## src/rtl/btn_pkg.sv

```systemverilog
// Shared button indices, fixed N > W > S > E issue priority and the priority picker
// used by nwse_button_pulser.
package btn_pkg;

  localparam int unsigned BTN_N = 3;
  localparam int unsigned BTN_W = 2;
  localparam int unsigned BTN_S = 1;
  localparam int unsigned BTN_E = 0;

  // Highest priority first.
  localparam int unsigned BTN_PRIO [4] = '{BTN_N, BTN_W, BTN_S, BTN_E};

  // Returns the highest-priority set bit of v as a one-hot vector, or zero.
  function automatic logic [3:0] prio_pick(input logic [3:0] v);
    logic [3:0] r;
    r = '0;
    // Walk lowest to highest so the highest-priority hit is written last.
    for (int i = 3; i >= 0; i--) begin
      if (v[BTN_PRIO[i]]) begin
        r = '0;
        r[BTN_PRIO[i]] = 1'b1;
      end
    end
    return r;
  endfunction

endpackage

```

## src/rtl/btn_debounce.sv

```systemverilog
// Single-bit 2-FF synchroniser plus debounce counter; held flips after DEBOUNCE_CYCLES
// consecutive disagreeing cycles, and rise strobes on the cycle whose edge sets held to 1.
module btn_debounce #(
  parameter int DEBOUNCE_CYCLES = 1_000_000
) (
  input  logic clk,
  input  logic rst,
  input  logic raw,
  output logic held,
  output logic rise
);

  localparam int CW = $clog2(DEBOUNCE_CYCLES);
  localparam logic [CW-1:0] CNT_LAST = CW'(DEBOUNCE_CYCLES - 1);

  logic          sync_1;
  logic          sync_2;
  logic [CW-1:0] cnt;
  logic          flip;

  assign flip = (sync_2 != held) && (cnt == CNT_LAST);
  // Combinational so the press can be queued on the same edge held rises.
  assign rise = flip && sync_2;

  // NOTE: sequential state uses non-blocking assignments so every flop samples
  // pre-edge values; the reset here is synchronous, checked inside the clocked block.
  always_ff @(posedge clk) begin
    if (rst) begin
      sync_1 <= 1'b0;
      sync_2 <= 1'b0;
      cnt    <= '0;
      held   <= 1'b0;
    end else begin
      sync_1 <= raw;
      sync_2 <= sync_1;
      if (sync_2 == held) begin
        cnt <= '0;
      end else if (flip) begin
        held <= sync_2;
        cnt  <= '0;
      end else begin
        cnt <= cnt + 1'b1;
      end
    end
  end

endmodule

```

## src/rtl/nwse_button_pulser.sv

```systemverilog
// Debounces N/W/S/E buttons and issues one-hot single-cycle nwse pulses, one per press,
// serialised N > W > S > E. Define BTN_EXCLUSIVE_EN to drop chords and overlapping presses.
module nwse_button_pulser
  import btn_pkg::*;
#(
  parameter int DEBOUNCE_CYCLES = 1_000_000
) (
  input  logic       clk,
  input  logic       rst,
  input  logic [3:0] btn_raw,
  output logic [3:0] nwse,
  output logic [3:0] held
);

  logic [3:0] rise;
  logic [3:0] pending;
  logic [3:0] issue;
  logic [3:0] set_mask;

  for (genvar g = 0; g < 4; g++) begin : g_deb
    btn_debounce #(.DEBOUNCE_CYCLES(DEBOUNCE_CYCLES)) u_deb (
      .clk  (clk),
      .rst  (rst),
      .raw  (btn_raw[g]),
      .held (held[g]),
      .rise (rise[g])
    );
  end

  // NOTE: every always_comb output gets a default first so no latch is inferred.
  always_comb begin
    issue    = prio_pick(pending);
    set_mask = rise;
`ifdef BTN_EXCLUSIVE_EN
    // Accept a press only when it is the sole rise and nothing else is already held.
    if (!($onehot(rise) && (held == 4'b0000))) set_mask = 4'b0000;
`endif
  end

  // Issue reads the pre-edge pending, so a set and a clear on one edge both land.
  always_ff @(posedge clk) begin
    if (rst) begin
      pending <= '0;
      nwse    <= '0;
    end else begin
      nwse    <= issue;
      pending <= (pending & ~issue) | set_mask;
    end
  end

endmodule

```

## config.mk

```make
export PLATFORM = sky130hd
export DESIGN_NAME = nwse_button_pulser
export DESIGN_NICKNAME = d
export VERILOG_FILES = /design/src/rtl/btn_pkg.sv /design/src/rtl/btn_debounce.sv /design/src/rtl/nwse_button_pulser.sv
export SDC_FILE = /design/constraint.sdc
export NUM_CORES = 1
export LEC_CHECK = 0
export BUFFER_PORTS_ARGS = -buffer_cell sky130_fd_sc_hd__buf_2
export CAP_MARGIN = 30
export CORE_MARGIN = 3
export CORE_UTILIZATION = 65
export DETAILED_ROUTE_END_ITERATION = 7
export GPL_TIMING_DRIVEN = 0
export HOLD_SLACK_MARGIN = 0.06
export PLACE_DENSITY = 0.95
export SLEW_MARGIN = 20
export SYNTH_ARGS = -nofsm -noshare
export SYNTH_HDL_FRONTEND = slang
export SYNTH_HIERARCHICAL = 1
export SYNTH_SLANG_ARGS = --single-unit
export TNS_END_PERCENT = 20
```

## constraint.sdc

```tcl
create_clock -name clk -period 2.75 [get_ports clk]
set_input_delay 0.1375 -clock clk [delete_from_list [all_inputs] [get_ports clk]]
set_output_delay 0.1375 -clock clk [all_outputs]
set_load 0.02 [all_outputs]
```

==> results of run 1 <==
==> power groups by stage <==
stage	Combinational (mW)	Sequential [mW]	Clock, mW
finish	0.0370	1.46	0.892
global route	0.0411	1.46	0.981
CTS	0.0369	1.46	0.917
detailed placement	0.0324	1.49	0
global placement	0.0312	1.49	0
floorplan	0.0180	1.49	0
==> registers in the layout, indices dropped and copies added, names as in the netlist <==
register	cells
g_deb.u_deb/held	4
g_deb.u_deb/cnt	80
g_deb.u_deb/sync_2	4
pending	4
nwse	4
g_deb.u_deb/sync_1	4
==> layout make-up <==
class                      instances  area share (%)
sequential                       100            41.3
tap                               77            1.99
clock inverter                     6            1.19
clock buffer                      10            2.84
multi-input combinational        365            48.2
buffer                             8           0.722
timing repair buffer              17            2.17
inverter                          21            1.63
==> Yosys cell counts <==
cell | n | area, um^2
dfxtp_1 | 100 | 2000
nor2_1 | 78 | 293
xnor2_1 | 52 | 455
nor4_1 | 26 | 163
nand2_1 | 24 | 90.1
nand3_1 | 24 | 120
inv_1 | 21 | 78.8
a21oi_1 | 18 | 90.1
nor3_1 | 17 | 85.1
nand4_1 | 16 | 100
o21ai_0 | 13 | 65.1
nor2b_1 | 10 | 62.6
or4_1 | 8 | 60.1
xor2_1 | 8 | 70.1
nor3b_1 | 5 | 37.5
nor4b_1 | 5 | 43.8
a21oi_2 | 4 | 35.0
and3_1 | 4 | 25.0
and4_1 | 4 | 35.0
buf_2 | 4 | 20.0
clkbuf_1 | 4 | 15.0
ha_1 | 4 | 50.1
mux2i_1 | 4 | 40.0
nand3_2 | 4 | 40.0
nand4_4 | 4 | 85.1
nor4bb_1 | 4 | 40.0
o21ai_2 | 4 | 35.0
o31ai_1 | 4 | 30.0
or2_1 | 4 | 25.0
or3_1 | 4 | 25.0
or3_2 | 4 | 30.0
or3_4 | 4 | 45.0
or4b_4 | 4 | 55.1
nand2b_1 | 1 | 6.26
==> metrics by stage <==
stage	std cells	hold WS, ns
2_1_floorplan	494	0.207
3_3_place_gp	584	0.348
6_report	604	0.221
4_1_cts	604	0.205
3_5_place_dp	584	0.351
5_1_grt	604	0.229
==> worst max-delay path: stages, from the launching register on <==
cell and delay [ns]:
dfxtp_1 0.38, ha_1 0.21, nand3_2 0.19, or2_1 0.25
clkbuf_1 0.17, o21ai_2 0.44, buf_2 0.31, nor2_1 0.08
==> cells by family after synthesis <==
| family | Yosys count | synth area share (%) |
|---|---|---|
| buffers and inverters | 29 | 2.56 |
| multiplexers | 4 | 0.899 |
| XOR/XNOR | 60 | 11.8 |
| flip-flops | 100 | 45.0 |
| adder cells (fa/ha/maj) | 4 | 1.12 |
| AO/OA/AOI/OAI | 43 | 5.73 |
| AND/OR/NAND/NOR | 254 | 32.9 |
==> path summary, 6_finish.rpt <==
check,start,depth (start not counted),endpoint,slack [ns]
max reg2reg,g_deb[1].u_deb/cnt[0],7,g_deb[1].u_deb/cnt[16],0.60
min,rst,2,pending[3],0.22
max,g_deb[1].u_deb/cnt[0],7,g_deb[1].u_deb/cnt[16],0.60
min reg2reg,g_deb[0].u_deb/sync_1,1,g_deb[0].u_deb/sync_2,0.45
==> metal layers <==
layer	up-vias	track usage (%)	share of wire, %
met1	1677	28.0	44
met5	-	0	0
met3	16	5.87	3.8
li1	1800	-	-
met4	0	10.7	2.1
met2	89	41.2	50
==> repair_timing <==
item,4_1_cts,5_1_grt
gates resized for setup,0,0
hold buffers,4,0
hold endpoints to repair,4,0
==> impl_metrics.py, run 1 <==
metrics = {
    "final_layout": {
        "fin_nets": 532,
        "syn2layout_area_growth_pct": 8.91,
        "multi_input_area_mm2": 0.00234,
        "ff_latch_area_mm2": 0.00200,
        "final_area_mm2": 0.00485,
        "drive_gt1_share_pct": 11.6,
        "postLayoutCoreUtil_pct": 74.7,
        "final_cell_mix": "100 x dfxtp_1, 78 x nor2_1, 52 x xnor2_1",
        "layout_commonest_cell": "dfxtp_1",
        "fill_cells": 440,
        "num_antenna_cells": 0,
    },
    "job": {
        "cap_violations": 0,
    },
    "global_route": {
        "grt_pass1_wl_um": 14900,
        "grt_usage_pct": 23.9,
        "grt_overflow": 0,
        "grt_antenna_before_repair": 0,
        "grt_start_max_net_pins": 29,
        "first_global_vias": 3464,
    },
    "route": {
        "drtIter0Drc": 106,
        "final_antenna_net_count": 0,
        "drt-total-wl_um": 8580,
        "wl_per_cell_um": 14.2,
        "first_pass_iters": 5,
        "route.detailed.drc": 0,
        "viasPerCell": 5.93,
        "num_vias": 3582,
    },
    "cts": {
        "clk-insertion-delay-late_ns": 0.36,
        "cts.sinks": 100,
        "cts_root_buffer": "clkbuf_8",
        "cts_tree": "done",
        "h-tree-depth": 3,
        "clk_pin_slew_ns": 0.10,
        "numCtsBuffers": 9,
        "clk_path_buf_depth": 2,
        "postCtsSetupBuffers": 0,
    },
    "setup_path": {
        "arrival_ns": 2.40,
        "cp-start-kind": "register",
        "worstSetupPathType": "register to register",
        "crit_required_ns": 3.00,
        "crit_fanout": 10,
        "endpoint_kind": "register",
    },
    "timing": {
        "fin_ws_ns": 0.599,
        "slew_headroom_pct": 56.8,
        "max_freq_mhz": 465,
        "drv_slew": 0,
        "fin_skew_ns": 0.0132,
        "finalCriticalPeriod_ns": 2.15,
        "rsz0062_at_grt": "no",
        "final-hold-violation-count": 0,
        "setup_violations": 0,
        "finalSetupTns_ns": 0,
        "min_period_over_period_pct": 78.2,
        "tightest_slew_ns": 0.642,
    },
    "die": {
        "io_pins": 14,
        "rows": 29,
        "die_w_um": 88.8,
        "fp.coreArea_mm2": 0.00649,
        "dieArea_mm2": 0.00788,
        "dieHeight_um": 88.8,
        "initial_core_util_pct": 68.6,
    },
    "power": {
        "clkPwrFrac_pct": 37.4,
        "p_leak_nw": 1.41,
        "power_mw": 2.39,
        "p_per_area_mw_per_mm2": 492,
        "p_int_mw": 1.84,
        "seqPwrFrac_pct": 61.1,
        "switchingPower_uw": 547,
        "p_comb_share_pct": 1.6,
        "ir_worst_vdd_mv": 0.355,
        "swShare_pct": 22.9,
    },
    "placed_design": {
        "portBuffers": 13,
        "dpl-instance-area_mm2": 0.00461,
        "dp_slack_ns": 0.654,
        "dp_hpwl_um": 5970,
        "gp_congestion": 0.786,
    },
    "logic_synthesis": {
        "synth_seq_cells": 100,
        "ys_warn_count": 6,
        "yosys.cell_types.count": 34,
        "synth.avg_cell_area_um2": 9.01,
        "netlist_area_mm2": 0.00445,
        "syn_nets": 504,
        "synth_cells": 494,
        "yosysSeqAreaShare_pct": 45.0,
    },
    "outcome": {
        "status": "finished clean",
    },
    "min_path": {
        "hold_path_class": "input pin to register",
    },
}
No activity file was read; power rests on OpenSTA's default activity.
==> run 2, diff against run 1 <==
--- a/config.mk
+++ b/config.mk
@@ -5,14 +5,15 @@
 export SDC_FILE = /design/constraint.sdc
 export NUM_CORES = 1
 export LEC_CHECK = 0
+export ABC_AREA = 1
 export BUFFER_PORTS_ARGS = -buffer_cell sky130_fd_sc_hd__buf_2
 export CAP_MARGIN = 30
 export CORE_MARGIN = 3
-export CORE_UTILIZATION = 65
+export CORE_UTILIZATION = 56
 export DETAILED_ROUTE_END_ITERATION = 7
 export GPL_TIMING_DRIVEN = 0
 export HOLD_SLACK_MARGIN = 0.06
-export PLACE_DENSITY = 0.95
+export PLACE_DENSITY = 0.88
 export SLEW_MARGIN = 20
 export SYNTH_ARGS = -nofsm -noshare
 export SYNTH_HDL_FRONTEND = slang
==> constraint.sdc (replaced) <==
create_clock -name clk -period 1.9 [get_ports clk]
set_input_delay 0.095 -clock clk [delete_from_list [all_inputs] [get_ports clk]]
set_output_delay 0.095 -clock clk [all_outputs]
set_load 0.02 [all_outputs]
==> impl_metrics.py, run 2 <==
metrics = {
    "outcome": {
        "status": "finished clean",
    },
    "setup_path": {
        "r2r_cells": 8,
        "worstSetupPathType": "register to register",
        "crit_fanout": 4,
        "reg2reg_slack_ns": 0.48,
        "timing.rr.start": "g_deb[3].u_deb/cnt[0]",
        "crit_required_ns": 2.16,
        "endpoint_kind": "register",
        "startpoint": "g_deb[3].u_deb/cnt[0]",
        "crit_end": "g_deb[3].u_deb/cnt[18]",
        "reg2reg_to": "g_deb[3].u_deb/cnt[18]",
        "arrival_ns": 1.68,
        "cp-start-kind": "register",
    },
    "final_layout": {
        "largest_reg_flops": 80,
        "layout_commonest_cell": "nor2_1",
        "largest_register": "g_deb.u_deb/cnt",
        "syn2layout_area_growth_pct": 8.68,
        "fill_cells": 732,
        "num_antenna_cells": 0,
        "drive_gt1_share_pct": 14.7,
        "fin_nets": 747,
        "final_cell_mix": "179 x nor2_1, 149 x nand2_1, 100 x dfxtp_1",
    },
    "placed_design": {
        "gp_congestion": 0.901,
        "portBuffers": 13,
        "dp_hpwl_um": 7270,
    },
    "cts": {
        "cts.sinks": 100,
        "numCtsBuffers": 9,
        "clk-insertion-delay-late_ns": 0.36,
        "cts_root_buffer": "clkbuf_8",
        "h-tree-depth": 3,
        "clk_path_buf_depth": 2,
        "clk_pin_slew_ns": 0.08,
        "cts-resized-gates": 0,
        "cts_tree": "done",
    },
    "global_route": {
        "first_global_vias": 3989,
        "grt_usage_pct": 19.9,
        "grt_pass1_wl_um": 16500,
        "grt_overflow": 0,
        "grt_antenna_before_repair": 0,
        "grt_start_max_net_pins": 23,
    },
    "logic_synthesis": {
        "yosysTopAreaCell": "dfxtp_1",
        "syn_nets": 719,
        "synth_edf_count": 0,
        "netlist_area_mm2": 0.00506,
        "synth_cells": 709,
        "async_flop_share_pct": 0,
        "synth_seq_cells": 100,
        "synth-main-ff-cell": "dfxtp_1",
        "synth.avg_cell_area_um2": 7.13,
        "synth_top_area_share_pct": 39.6,
        "yosysSeqAreaShare_pct": 39.6,
        "yosysMostFrequentCell": "nor2_1",
        "ys_warn_count": 6,
        "synth_area_leaders": "dfxtp_1 40%, nor2_1 13%, nand2_1 11%",
        "synthTopCellsByCount": "179 x nor2_1, 149 x nand2_1, 100 x dfxtp_1, 61 x inv_1, 40 x nand3_1",
        "yosys.cell_types.count": 23,
    },
    "die": {
        "dieArea_mm2": 0.0102,
        "die_w_um": 101,
        "rows": 34,
        "initial_core_util_pct": 57.7,
        "dieHeight_um": 101,
        "io_pins": 14,
        "fp.coreArea_mm2": 0.00876,
    },
    "route": {
        "num_vias": 4325,
        "met2WireLength_um": 4840,
        "viasPerCell": 5.09,
        "met3_length_um": 422,
        "route.detailed.drc": 0,
        "final_antenna_net_count": 0,
        "drtIter0Drc": 146,
        "drt-total-wl_um": 9670,
        "wl_per_cell_um": 11.4,
        "maxUsedRoutingLayer": "met4",
        "wl_met1_um": 4290,
        "first_pass_iters": 4,
    },
    "timing": {
        "fin_skew_ns": 0.0117,
        "finalCriticalPeriod_ns": 1.42,
        "setup_violations": 0,
        "finalSetupTns_ns": 0,
        "max_freq_mhz": 704,
        "drv_slew": 0,
        "holdWs_ns": 0.142,
        "tightest_slew_ns": 0.411,
        "min_period_over_period_pct": 74.7,
        "final-hold-violation-count": 0,
        "slew_headroom_pct": 72.6,
        "rsz0062_at_grt": "no",
    },
    "power": {
        "p_int_mw": 2.87,
        "p_leak_nw": 1.75,
        "clkPwrFrac_pct": 39.2,
        "seqPwrFrac_pct": 58.9,
        "p_comb_share_pct": 1.8,
        "switchingPower_uw": 713,
        "p_per_area_mw_per_mm2": 651,
        "ir_worst_vdd_mv": 0.333,
        "swShare_pct": 19.9,
    },
    "job": {
        "cap_violations": 0,
    },
    "min_path": {
        "hold_path_class": "input pin to register",
    },
}
## run 2: worst min-delay path by stage
stage	endpoint	slack, ns	startpoint	cells past startpoint
finish	nwse[3]	0.14	rst	2
global route	nwse[3]	0.17	rst	2
CTS	nwse[3]	0.14	rst	2
detailed placement	g_deb[2].u_deb/sync_1	0.31	btn_raw[2]	3
global placement	g_deb[2].u_deb/sync_1	0.30	btn_raw[2]	3
floorplan	pending[0]	0.16	rst	1
## run 2: timing repair
action                                 4_1_cts  5_1_grt
hold buffers                                 4        0
buffers inserted                             0        0
endpoints found under the hold margin        4        0
## run 2: final cells by class
type,count,area [um^2],share of cell area [%]
multi-input cells,532,2710,49.2
flip-flops and latches,100,2000,36.4
inverters,69,259,4.71
clock buffers,13,139,2.53
well taps,108,135,2.46
repair buffers,17,105,1.91
plain buffers,8,90.1,1.64
clock inverters,2,60.1,1.09
## run 2: metal layers
| layer | global-route usage [%] | vias to the layer above |
|---|---|---|
| met5 | 0 | - |
| met4 | 6.85 | 0 |
| met3 | 4.91 | 14 |
| met2 | 34.7 | 79 |
| met1 | 23.7 | 1986 |
| li1 | - | 2246 |
## run 2: kinds of logic (layout without fill, tap and decap cells)
family                   count (synthesis)  after routing  synth area share [%]
AND/OR/NAND/NOR                        453            453                  41.1
flip-flops                             100            100                  39.6
buffers and inverters                   77            109                  6.90
XOR/XNOR                                44             44                  7.62
AO/OA/AOI/OAI                           31             31                  3.83
adder cells (fa/ha/maj)                  4              4                 0.990
## run 2: power by group through the flow
stage | Clock [mW] | Combinational, mW | Sequential, mW
floorplan | 0 | 0.0390 | 2.16
global placement | 0 | 0.0588 | 2.16
detailed placement | 0 | 0.0605 | 2.16
CTS | 1.44 | 0.0669 | 2.11
global route | 1.53 | 0.0751 | 2.11
finish | 1.41 | 0.0657 | 2.11
## run 2: stage by stage
| stage | instance area, um^2 | total power, mW | util, % | setup WS, ns | instances |
|---|---|---|---|---|---|
| 4_1_cts | 5500 | 3.62 | 62.7 | 0.480 | 849 |
| 5_1_grt | 5500 | 3.72 | 62.7 | 0.334 | 849 |
| 2_1_floorplan | 5060 | 2.20 | - | 0.656 | 709 |
| 6_report | 5500 | 3.58 | 62.7 | 0.480 | 849 |
| 3_3_place_gp | 5260 | 2.22 | 60.0 | 0.548 | 830 |
| 3_5_place_dp | 5260 | 2.22 | 60.0 | 0.504 | 830 |
## run 2: worst max-delay path, cell delays in order (launching register included)
cell	delay [ns]
dfxtp_1	0.38
ha_1	0.23
nand3_2	0.14
inv_2	0.12
nand3b_1	0.17
nor2_1	0.13
nand2_1	0.06
nand2_1	0.07
nor2_2	0.03
